==> src/rtl/nes_poll_scheduler.sv <==
// rtl/nes_poll_scheduler.sv - periodic NES controller poll sequencer with timeout and 2-sample debounce
module nes_poll_scheduler #(
  parameter int POLL_CYCLES    = 416667,
  parameter int TIMEOUT_CYCLES = 8192,
  parameter int CNT_W          = 19
) (
  input  logic       clk,
  input  logic       i_rst_n,
  input  logic       i_enable,
  output logic       o_read_buttons,
  input  logic       i_valid,
  input  logic [7:0] i_buttons,
  output logic [7:0] o_buttons,
  output logic [7:0] o_pressed,
  output logic [7:0] o_released,
  output logic       o_update,
  output logic       o_timeout,
  output logic [7:0] o_timeout_count,
  output logic       o_busy
);

  localparam int TO_W = (TIMEOUT_CYCLES > 2) ? $clog2(TIMEOUT_CYCLES) : 1;
  localparam logic [CNT_W-1:0] POLL_LAST = CNT_W'(POLL_CYCLES - 1);
  localparam logic [TO_W-1:0]  TO_LAST   = TO_W'(TIMEOUT_CYCLES - 1);

  typedef enum logic [1:0] {S_IDLE, S_REQUEST, S_WAIT} state_t;

  state_t           state;
  logic [CNT_W-1:0] poll_cnt;
  logic [TO_W-1:0]  to_cnt;
  logic [7:0]       prev_sample;
  logic             tick;

  // Gated so a tick cannot slip through on the cycle enable is dropped.
  assign tick = i_enable && (poll_cnt == POLL_LAST);

  always_ff @(posedge clk or negedge i_rst_n) begin
    if (!i_rst_n) begin
      poll_cnt <= '0;
    end else if (!i_enable || poll_cnt == POLL_LAST) begin
      poll_cnt <= '0;
    end else begin
      poll_cnt <= poll_cnt + CNT_W'(1);
    end
  end

  always_ff @(posedge clk or negedge i_rst_n) begin
    if (!i_rst_n) begin
      state           <= S_IDLE;
      to_cnt          <= '0;
      prev_sample     <= '0;
      o_read_buttons  <= 1'b0;
      o_buttons       <= '0;
      o_pressed       <= '0;
      o_released      <= '0;
      o_update        <= 1'b0;
      o_timeout       <= 1'b0;
      o_timeout_count <= '0;
      o_busy          <= 1'b0;
    end else begin
      o_read_buttons <= 1'b0;
      o_pressed      <= '0;
      o_released     <= '0;
      o_update       <= 1'b0;
      o_timeout      <= 1'b0;
      case (state)
        S_IDLE: begin
          if (tick) begin
            state          <= S_REQUEST;
            o_read_buttons <= 1'b1;
            o_busy         <= 1'b1;
          end
        end
        S_REQUEST: begin
          state  <= S_WAIT;
          to_cnt <= '0;
        end
        S_WAIT: begin
          to_cnt <= to_cnt + TO_W'(1);
          if (i_valid) begin
            state       <= S_IDLE;
            o_busy      <= 1'b0;
            prev_sample <= i_buttons;
            // Commit only when two consecutive samples agree and differ from the published state.
            if (i_buttons == prev_sample && i_buttons != o_buttons) begin
              o_buttons  <= i_buttons;
              o_pressed  <= i_buttons & ~o_buttons;
              o_released <= ~i_buttons & o_buttons;
              o_update   <= 1'b1;
            end
          end else if (to_cnt == TO_LAST) begin
            state     <= S_IDLE;
            o_busy    <= 1'b0;
            o_timeout <= 1'b1;
            if (o_timeout_count != 8'hFF) begin
              o_timeout_count <= o_timeout_count + 8'd1;
            end
          end
        end
        default: begin
          state  <= S_IDLE;
          o_busy <= 1'b0;
        end
      endcase
    end
  end

endmodule

==> config.mk <==
export PLATFORM = sky130hd
export DESIGN_NAME = nes_poll_scheduler
export DESIGN_NICKNAME = d
export VERILOG_FILES = /design/src/rtl/nes_poll_scheduler.sv
export SDC_FILE = /design/constraint.sdc
export NUM_CORES = 1
export LEC_CHECK = 0
export CORE_ASPECT_RATIO = 1.4
export CORE_MARGIN = 4
export CORE_UTILIZATION = 50
export DETAILED_ROUTE_END_ITERATION = 16
export GPL_TIMING_DRIVEN = 0
export HOLD_SLACK_MARGIN = 0.15
export PLACE_DENSITY = 0.73
export SYNTH_ARGS = -nofsm -noshare
export SYNTH_HDL_FRONTEND = slang
export SYNTH_SLANG_ARGS = --single-unit
==> constraint.sdc <==
create_clock -name clk -period 2.3 [get_ports clk]
set_clock_uncertainty 0.15 [all_clocks]
set_input_delay 0.69 -clock clk [delete_from_list [all_inputs] [get_ports clk]]
set_output_delay 0.69 -clock clk [all_outputs]
set_load 0.05 [all_outputs]
Word-level counts from Yosys, hierarchy flattened

Cells that the tools add are included.

Add/sub/neg operators: 3
Equal/unequal tests: 9
Multiplexer cells: 24
Bitwise gates (word level): 6
Reductions and logical operators: 11

Operators with widths:

| cell                                                                   | number |
|---|---|
| 8-bit two-way mux                                                      | 6 |
| 13-bit case mux with 2 select lines                                    | 1 |
| 19-bit by 1-bit adder with 19-bit output (second input constant)       | 1 |
| 19-bit equality test (second input constant)                           | 1 |
| 19-bit two-way mux                                                     | 1 |
| 8-bit AND                                                              | 2 |
| 8-bit inverter                                                         | 2 |
| 13-bit by 1-bit adder with 13-bit output (second input constant)       | 1 |
| 13-bit equality test (second input constant)                           | 1 |
| 1-bit two-way mux                                                      | 11 |
| 8-bit by 1-bit adder with 8-bit output (second input constant)         | 1 |
| 8-bit equality test                                                    | 1 |
| 8-bit != test                                                          | 1 |
| 8-bit != test (second input constant)                                  | 1 |
| 2-bit two-way mux                                                      | 3 |
| 2-bit case mux with 3 select lines                                     | 1 |
| 3-bit AND reduction                                                    | 2 |
| 2-bit AND reduction                                                    | 2 |
| 4-bit AND reduction                                                    | 1 |
| 3-bit != test (second input constant)                                  | 1 |
| 1-bit case mux with 3 select lines                                     | 1 |
| 2-bit by 1-bit equality test with 1-bit output (second input constant) | 1 |
| 2-bit equality test (second input constant)                            | 1 |
| 1-bit logical AND                                                      | 2 |
| other kinds (6)                                                        | 7 |

Register bits after elaboration: 78
Bits of input ports: 12
Output and inout bits: 36
Word-level logic and storage cells: 65

Longest topological paths before layout

Gate-level depths: netlist of run 1.

Depth in word-level cells: 5
Gate-level depth with buffers: 8
Mapped depth without buffers: 7

Worst setup path before layout of run 1

Ideal clock, no wire load.

Kind: in2reg
From: input i_buttons[5]
To: register o_buttons[5]
Setup time: 79 ps
Data arrival time: 2,062 ps
Required time: 2,071 ps
Path slack: 9 ps
Stages on the path: 7
Path buffers: 1
Path through: inv_1 -> ha_1 -> nand4_1 -> o2111ai_1 -> nor3_2 -> buf_2 -> mux2i_1

Cells in the longest elaborated chain, start to end: 3
Elaborated cells between the ends (all ways): 4
Classes of those cells: eq/ne (2); reduce/logical (2)

Ends and longest elaborated chain:

| what                                                 | RTL line | text |
|---|---|---|
| from (decl)                                          | 12       | `input logic [7:0] i_buttons,` |
| 8-bit equality test or 8-bit != test (tied branches) | 85       | `if (i_buttons == prev_sample && i_buttons != o_buttons) begin` |
| 1-bit logical AND                                    | 85       |  |
| 3-bit AND reduction (no line)                        | --       |  |
| to (signal assigned)                                 | 86       | `o_buttons <= i_buttons;` |
| to (decl)                                            | 13       | `output logic [7:0] o_buttons,` |

Parallel ways exist; a longest one is shown, timed or not.
A chain may end at the register's enable or synchronous reset.

Worst setup path after layout of run 1

From: input i_buttons[5]
To: register o_buttons[7]

Cells in the longest elaborated chain, start to end: 3
Elaborated cells between the ends (all ways): 4
Classes of those cells: eq/ne (2); reduce/logical (2)

Ends and longest elaborated chain:

| what                                                 | RTL line |
|---|---|
| 8-bit equality test or 8-bit != test (tied branches) | 85 |
| 1-bit logical AND (*)                                | 85 |
| 3-bit AND reduction (no line) (*)                    | -- |

Every way passes the cells marked *; elsewhere a longest branch is shown, timed or not.

==> results of run 1 <==
## synth_stat cells (all sizes together) (7+ instances only)
library cell,count,share of area (%)
nand4,16,2.6
xor2,11,2.5
dfrtp,78,51
inv,30,2.9
nand2,22,2.2
clkbuf,8,0.82
ha,24,7.8
nor3,12,1.7
xnor2,18,4.1
nand3,14,1.8
nor2,25,2.4
mux2i,9,2.4
a21oi,9,1.2
o21ai,25,3.6
or3,7,1.1
and2,20,3.3
## cells by family (layout without fill, tap and decap cells)
logic type      after synthesis  in the layout  share of synthesized area, %
flops                        78             78                          50.9
fa+ha+maj                    24             24                          7.84
buf+inv                      41            110                          4.31
simple gates                139            139                          19.9
xor+xnor                     29             29                          6.63
compound gates               44             44                          6.86
mux                          13             13                          3.53
## per-layer routing
layer	GRT usage [%]	share of wire [%]	vias up
met1	23.6	42	1382
met3	3.32	3.5	12
li1	-	-	1397
met4	9.53	2.2	0
met5	0	0	-
met2	31.9	52	53
## through the flow
stage,std cells,setup TNS [ns]
2_1_floorplan,368,0
3_3_place_gp,512,-208.29
3_5_place_dp,513,-23.92
4_1_cts,534,0
5_1_grt,534,0
6_report,534,0
## path summary, 6_finish.rpt
kind / startpoint / endpoint / slack (ns)
max reg2reg: state[0] / o_timeout_count[7] / 0.13
min reg2reg: poll_cnt[0] / poll_cnt[0] / 0.34
max: i_buttons[5] / o_buttons[7] / 0.07
min: poll_cnt[0] / poll_cnt[0] / 0.34
min in group asynchronous: i_rst_n / poll_cnt[18] / 0.59
max in group asynchronous: i_rst_n / o_timeout / 0.84
## layout make-up
cell class	instances	area, um^2
plain buffers	10	67.6
clock buffers	11	131
clock inverters	5	83.8
fillers	664	2710
inverters	30	113
multi-input cells	249	1740
flip-flops and latches	78	1950
well taps	97	121
repair buffers	54	497
## worst max-delay path: cells and delay by family
| kind | cells | cell delay, ns |
|---|---|---|
| compound gates | 1 | 0.17 |
| mux | 1 | 0.21 |
| buf+inv | 3 | 0.51 |
| fa+ha+maj | 1 | 0.30 |
| simple gates | 2 | 0.46 |
## repair_timing
item,4_1_cts,5_1_grt
hold endpoints to repair,15,0
setup buffers,3,1
setup endpoints to repair,62,26
pin swaps,3,2
hold buffers,1,0
gates cloned,1,0
resized for setup,54,7
## flip-flops by register name, indices dropped and copies added, names as in the netlist, 2 cells and up
signal           cells
o_buttons            8
o_pressed            8
o_released           8
o_timeout_count      8
poll_cnt            19
prev_sample          8
state                2
to_cnt              13
## power breakdown
group          switching, mW  total [mW]  internal (mW)  leakage [nW]
combinational         0.0626      0.0984         0.0357          1.13
clock                  0.512        1.13          0.614        0.0998
sequential           0.00418        1.38           1.37          1.05
==> impl.org, run 1 <==
** Worst hold path
- Hold Path Cell Cnt :: 1
- Min-Delay Path Class :: flip-flop to flip-flop

** Yosys
- In the synthesized netlist the async set-or-reset flop fraction comes to between 90% and 100%.
- Post-synthesis average cell area :: ~10 um^2
- The synthesized design contains 78 register bits.
- In this run, synthesis inferred 0 flip-flops with an integrated enable.
- Number of different library cells in the post-synthesis netlist :: 44
- Synthesis produced a netlist whose cell count is ~370.
- Synthesis produced a netlist with a net count of roughly 400.
- Top FF cell, synth :: dfrtp_1
- Number of synthesis warnings :: 0
- The mapped netlist covers approximately 3800 um^2.
- Sequential cells were found to cover approximately 51% of the synthesized design area.

** Timing
- Final worst path period need :: between 2 and 2.5 ns
- Pin slew with the least headroom to its limit :: 0.513 ns
- Final-report hold violation count :: 0
- Setup slack after layout :: between 0.07 and 0.08 ns
- The final max-slew violation count came to 0.
- Final setup violation count :: 0
- Worst Hold Slack :: approximately 0.34 ns
- Tightest slew margin relative to the limit :: approximately two thirds
- Timing would allow up to 0.449 GHz.
- RSZ-0062 raised after global routing :: false
- Of the available clock period, the critical path in the final layout requires 96.8%.

** Global routing
- First-pass GRT wire length :: approximately 14 mm
- Global routing consumed, over all layers together, between 15 and 20% of the routing resources.
- Via count of the first global-routing pass :: 2964
- GR Overflow Total :: 0
- Maximum number of pins on one net before global-route repair :: 64
- The initial antenna violation count is 0.

** Setup path
- Worst Path Max Fanout :: 5
- Kind of end point of the critical path :: flip-flop
- For this run, the slowest stage of the critical path takes about 0.3 ns.
- Ordered cell list for the critical path :: clkdlybuf4s15_1 -> inv_1 -> ha_1 -> nand4_1 -> o2111ai_2 -> nor3_4 -> buf_6 -> mux2i_2
- CP arrival :: between 2 and 2.5 ns
- STA puts the critical path data required time at ~2.4 ns.
- The worst setup path is of the primary input to flip-flop kind.
- R2R cell count :: 8
- STA classifies the critical path startpoint as a primary input.
- Slowest cell on the critical path :: ha_1

** Detailed routing
- Detailed Route WL :: about 7.7 mm
- Number of optimization iterations in the first detailed-route pass :: 4
- Per-cell via count in the routed design :: about 5.3
- Drt first-iter violations :: 162
- After detailed routing, the average wire length per cell comes to ~15 um.
- Total DRC errors in the routed layout :: 0
- Final ANT Viol Nets :: 0
- The routed layout has 2844 vias.

** CTS
- Clock root buffer master :: clkbuf_8
- H-tree levels :: 3
- The clock passes through at most 2 buffers.
- Clock-pin slew was measured on the worst setup and hold paths at around 0.080 ns.
- TritonCTS clock tree :: built
- CTS buffer count :: 9
- The clock reaches the later pin of the worst-skew pair after 0.36 ns.
- CTS sink count :: roughly 80

** Floorplanning
- The floorplan has 37 rows.
- Die width :: roughly 82 um
- Height of the chip :: about 110 um
- I/O pins :: 48
- Starting Density :: 51.7%
- In this run the standard cell core region covers approximately 7400 um^2.
- The die covers 9150 um^2.

** Outcome
- Outcome :: finished clean

** Final layout
- Of the cells placed in the final design, the portion with a size suffix greater than 1 is approximately a tenth.
- The finished cells cover between 4000 and 5000 um^2.
- In the layout the commonest cells are dfrtp_1, dlygate4sd2_1, inv_1, nor2_1.
- Final standard cell utilization of the core :: about 63%
- At the end of the flow, the number of nets in the layout was roughly 470.
- Growth of design area from synthesis to finish :: 22.7%
- Most common cell after layout, fill and taps aside :: dfrtp_1
- Number of diodes :: 0

** Pwr
- Maximum vdd ir drop :: 414 uV
- Lkg Pwr :: about 2.3 nW
- Total power for the finished layout comes to about 2.6 mW.
- Power density cells :: about 550 nW/um^2

** Placement
- In this run the cell area measured after placement is roughly 4400 um^2.
- HPWL reported at the end of detailed placement :: 5.41 mm
- Number of port buffers :: 47
- Place WS :: -1.02 ns
- The congestion estimate from routability-driven global placement came to a little over 0.8.

** Job
- Maxcap violations :: 0
No activity file was read; power rests on OpenSTA's default activity.
==> inputs of run 2 (changes only) <==
Settings changed: ABC_AREA set to 1.
==> impl.org, run 2 <==
** Placement
- Timing analysis after detailed placement gives a worst setup slack of -0.434 ns.
- The congestion estimate from routability-driven global placement came to about 0.86.
- Number of port buffers :: 47
- Once detailed placement completed, the half-perimeter wirelength came to around 6 mm.

** Job
- Max-cap violations in this run came to 0.

** Global routing
- The initial antenna violation count was 0.
- Overall global routing resource usage :: between 10% and 20%
- First-pass GRT wire length :: approximately 14 mm
- The via count of the first global-routing pass is 3176.
- The total overflow left after global routing is 0.
- Maximum number of pins on one net before global-route repair :: 43

** Final layout
- Fin nets :: between 500 and 600
- Growth of design area from synthesis to finish :: 21.1%
- # fillers :: 699
- For this run, the share of the core covered by cells in the final layout is between 60 and 70%.
- Layout cell share with drive strength beyond 1 :: ~7.8%
- The library cell used most frequently in the layout, excluding fill and tap cells, is nand2_1.
- The number of antenna diodes in the final layout is 0.
- Max FFs per register :: 19
- The largest registers in the layout are poll_cnt (19), to_cnt (13).
- Most frequent cells in the layout :: nand2_1, dfrtp_1, inv_1, nor2_1, dlygate4sd2_1
- In the final layout, flip-flops and latches occupy ~2000 um^2.
- Summing all multi-input logic gate instances after layout gives approximately 1700 um^2.
- Most flop-heavy register :: poll_cnt

** Pwr
- Overall power consumption :: about 3.3 mW
- Maximum vdd ir drop :: ~430 uV
- Lkg Pwr :: around 2.4 nW
- Dividing total power by cell area gives a power density of roughly 700 nW/um^2.

** Detailed routing
- Routed length on met2 :: about 4.2 mm
- Drt first-iter violations :: 149
- The final layout contains routed wiring with a total length of just over 8 mm.
- Total DRC errors in the routed layout :: 0
- Final ANT Viol Nets :: 0
- The detailed router placed roughly 3200 vias in this run.
- After detailed routing, the average wire length per cell comes to about 13 um.
- Routed met3 length :: between 300 and 400 um
- DRT met1 WL :: between 3 and 4 mm
- Dividing the detail-routed via count by the number of cells gives a little over 5.
- After detailed routing, no signal wire sits above met4.
- Number of optimization iterations in the first detailed-route pass :: 4

** Timing
- Final worst path period need :: around 2.2 ns
- Final-report hold violation count :: 0
- Setup violations remaining at the end of the flow were counted as 0.
- Worst Hold Slack :: ~0.33 ns
- Fraction of the cycle the final worst path needs :: 96.9%
- Slew Viols, Final :: 0
- Sum Neg Setup Slack :: 0 ns
- Tightest slew margin relative to the limit :: 62.1%
- Setup slack on the critical path of the routed design comes to about 0.070 ns.
- RSZ-0062 raised after global routing :: false
- Timing would allow up to ~0.45 GHz.
- For the pin with the worst max-slew slack, the measured transition is roughly 0.57 ns.

** Yosys
- Yosys printed 0 warnings.
- Biggest area contributors in the synthesized netlist :: dfrtp_1, nand2_1, ha_1
- Among all flip-flop cells after synthesis, the most frequent one is dfrtp_1.
- Dominant cell type by area after synthesis :: dfrtp_1
- Synthesis inferred between 70 and 80 register bits.
- Most repeated cell in the gate-level netlist after synthesis :: nand2_1
- Sequential element share of the synthesized area :: between 40% and 50%
- Synthesis produced ~470 cells.
- Averaged over all synthesized cells, the footprint is approximately 8.4 um^2.
- Fraction of registers with async set/reset :: 100%
- In this run, synthesis inferred 0 flip-flops with an integrated enable.
- The number of nets in the synthesized netlist is ~500.
- Summed over its instances, the top area cell type makes up between 40% and 50% of the synthesized netlist area.
- The synthesized netlist contains 28 unique library cells.
- Ranking of synthesized cells by instance count :: nand2_1, dfrtp_1, inv_1, nor2_1, o21ai_0
- In this run the cell area of the synthesized design comes to 3950 um^2.

** Worst hold path
- The path class of the tightest hold or removal check is flip-flop to flip-flop.

** Floorplanning
- Once the floorplan was initialized, standard cells occupied 51.0% of the core.
- Die width :: 83.1 um
- The core region is between 7000 and 8000 um^2.
- From bottom edge to top edge, the die measures approximately 110 um.
- Die footprint :: about 9400 um^2
- I/O pins :: 48
- # rows :: 38

** CTS
- H-tree levels :: 3
- TritonCTS created 9 clock buffers.
- TritonCTS built the clock tree.
- The clock drives 78 sinks.
- Clock root buffer master :: clkbuf_8
- Later-pin clock latency in the skew report :: ~0.36 ns
- The clock passes through at most 2 buffers.
- Register clock-pin slew on the reported worst setup and hold paths :: about 0.080 ns

** Setup path
- Family of cells with the greatest summed delay on the critical path :: buffers and inverters
- Kind of end point of the critical path :: flip-flop
- Slowest cell on the critical path :: clkdlybuf4s50_1
- Maximum cell stage delay along the critical path :: approximately 0.55 ns
- STA classifies the critical path startpoint as a primary input.
- Along the worst path, the maximum fanout reaches 6.
- Required time of the worst setup path :: ~2.4 ns
- Cell seen most often among critical-path stages :: nand2_1
- The worst setup path is of the primary input to flip-flop kind.
- Count of buffering cells on the critical path with inverters included :: 3
- Traced cell by cell, the critical path runs through clkdlybuf4s50_1 -> inv_1 -> ha_1 -> nand4_1 -> nand2_1 -> nor2_2 -> nand2_4 -> buf_4 -> nand2_1 -> o21ai_2.
- Data arrives at the worst endpoint at roughly 2.3 ns.

** Outcome
- Outcome :: finished clean
-- run 2: kinds of logic (layout without fill, tap and decap cells) --
family	Yosys count	after routing	share of synthesized area, %
AND/OR/NAND/NOR	210	210	22.9
buffers and inverters	81	149	8.17
flip-flops	78	78	49.4
AO/OA/AOI/OAI	60	60	8.39
adder cells (fa/ha/maj)	24	24	7.60
XOR/XNOR	16	16	3.55
-- run 2: repair_timing --
action / 4_1_cts / 5_1_grt
pin swaps: 0 / 1
resized for setup: 41 / 8
buffers inserted: 1 / 1
cloned: 0 / 1
hold buffers: 1 / 0
endpoints found under the hold margin: 2 / 0
setup endpoints to repair: 60 / 27
-- run 2: per-layer routing --
metal | GRT usage (%) | vias up
li1 | - | 1612
met1 | 22.2 | 1531
met2 | 32.2 | 73
met3 | 4.52 | 16
met4 | 6.87 | 0
met5 | 0 | -
-- run 2: worst reg2reg max path, cell delays in order, from the launching register on --
cell,delay [ns]
dfrtp_1,0.43
inv_1,0.10
ha_1,0.30
nand2_2,0.19
nor3b_2,0.21
nand2_1,0.08
nor2_2,0.13
nand2_4,0.11
buf_4,0.17
nand2_1,0.06
o21ai_2,0.05
-- run 2: power by group --
| part | switching, mW | internal [mW] |
|---|---|---|
| clock network | 0.508 | 0.531 |
| registers | 0.0997 | 1.49 |
| logic | 0.439 | 0.227 |
| total | 1.05 | 2.24 |
-- run 2: worst paths after layout --
kind                              start  slack [ns]                  to  cells after the start
max                        i_buttons[2]        0.07        o_buttons[0]                     10
min                              o_busy        0.33              o_busy                      2
max reg2reg                    state[0]        0.21        o_buttons[0]                     10
min reg2reg                      o_busy        0.33              o_busy                      2
max in group asynchronous       i_rst_n        0.74  o_timeout_count[4]                      3
min in group asynchronous       i_rst_n        0.68        poll_cnt[17]                      2
-- run 2: through the flow --
stage | instances | cell area [um^2]
floorplan | 469 | 3950
global placement | 616 | 4550
detailed placement | 617 | 4560
CTS | 635 | 4730
global route | 637 | 4780
finish | 637 | 4780
-- run 2: layout make-up --
cell class              instances  area share [%]
flip-flops and latches         78            40.8
multi-input cells             310            35.3
repair buffers                 52            10.2
inverters                      76            5.96
clock buffers                  11            2.96
well taps                     100            2.62
clock inverters                 5            1.23
plain buffers                   5           0.941
==> inputs of run 3 (changes only) <==
Settings changed: CAP_MARGIN set to 20.
==> results of run 3 <==
The final DEF is identical to that of run 2; final timing and power are the same.
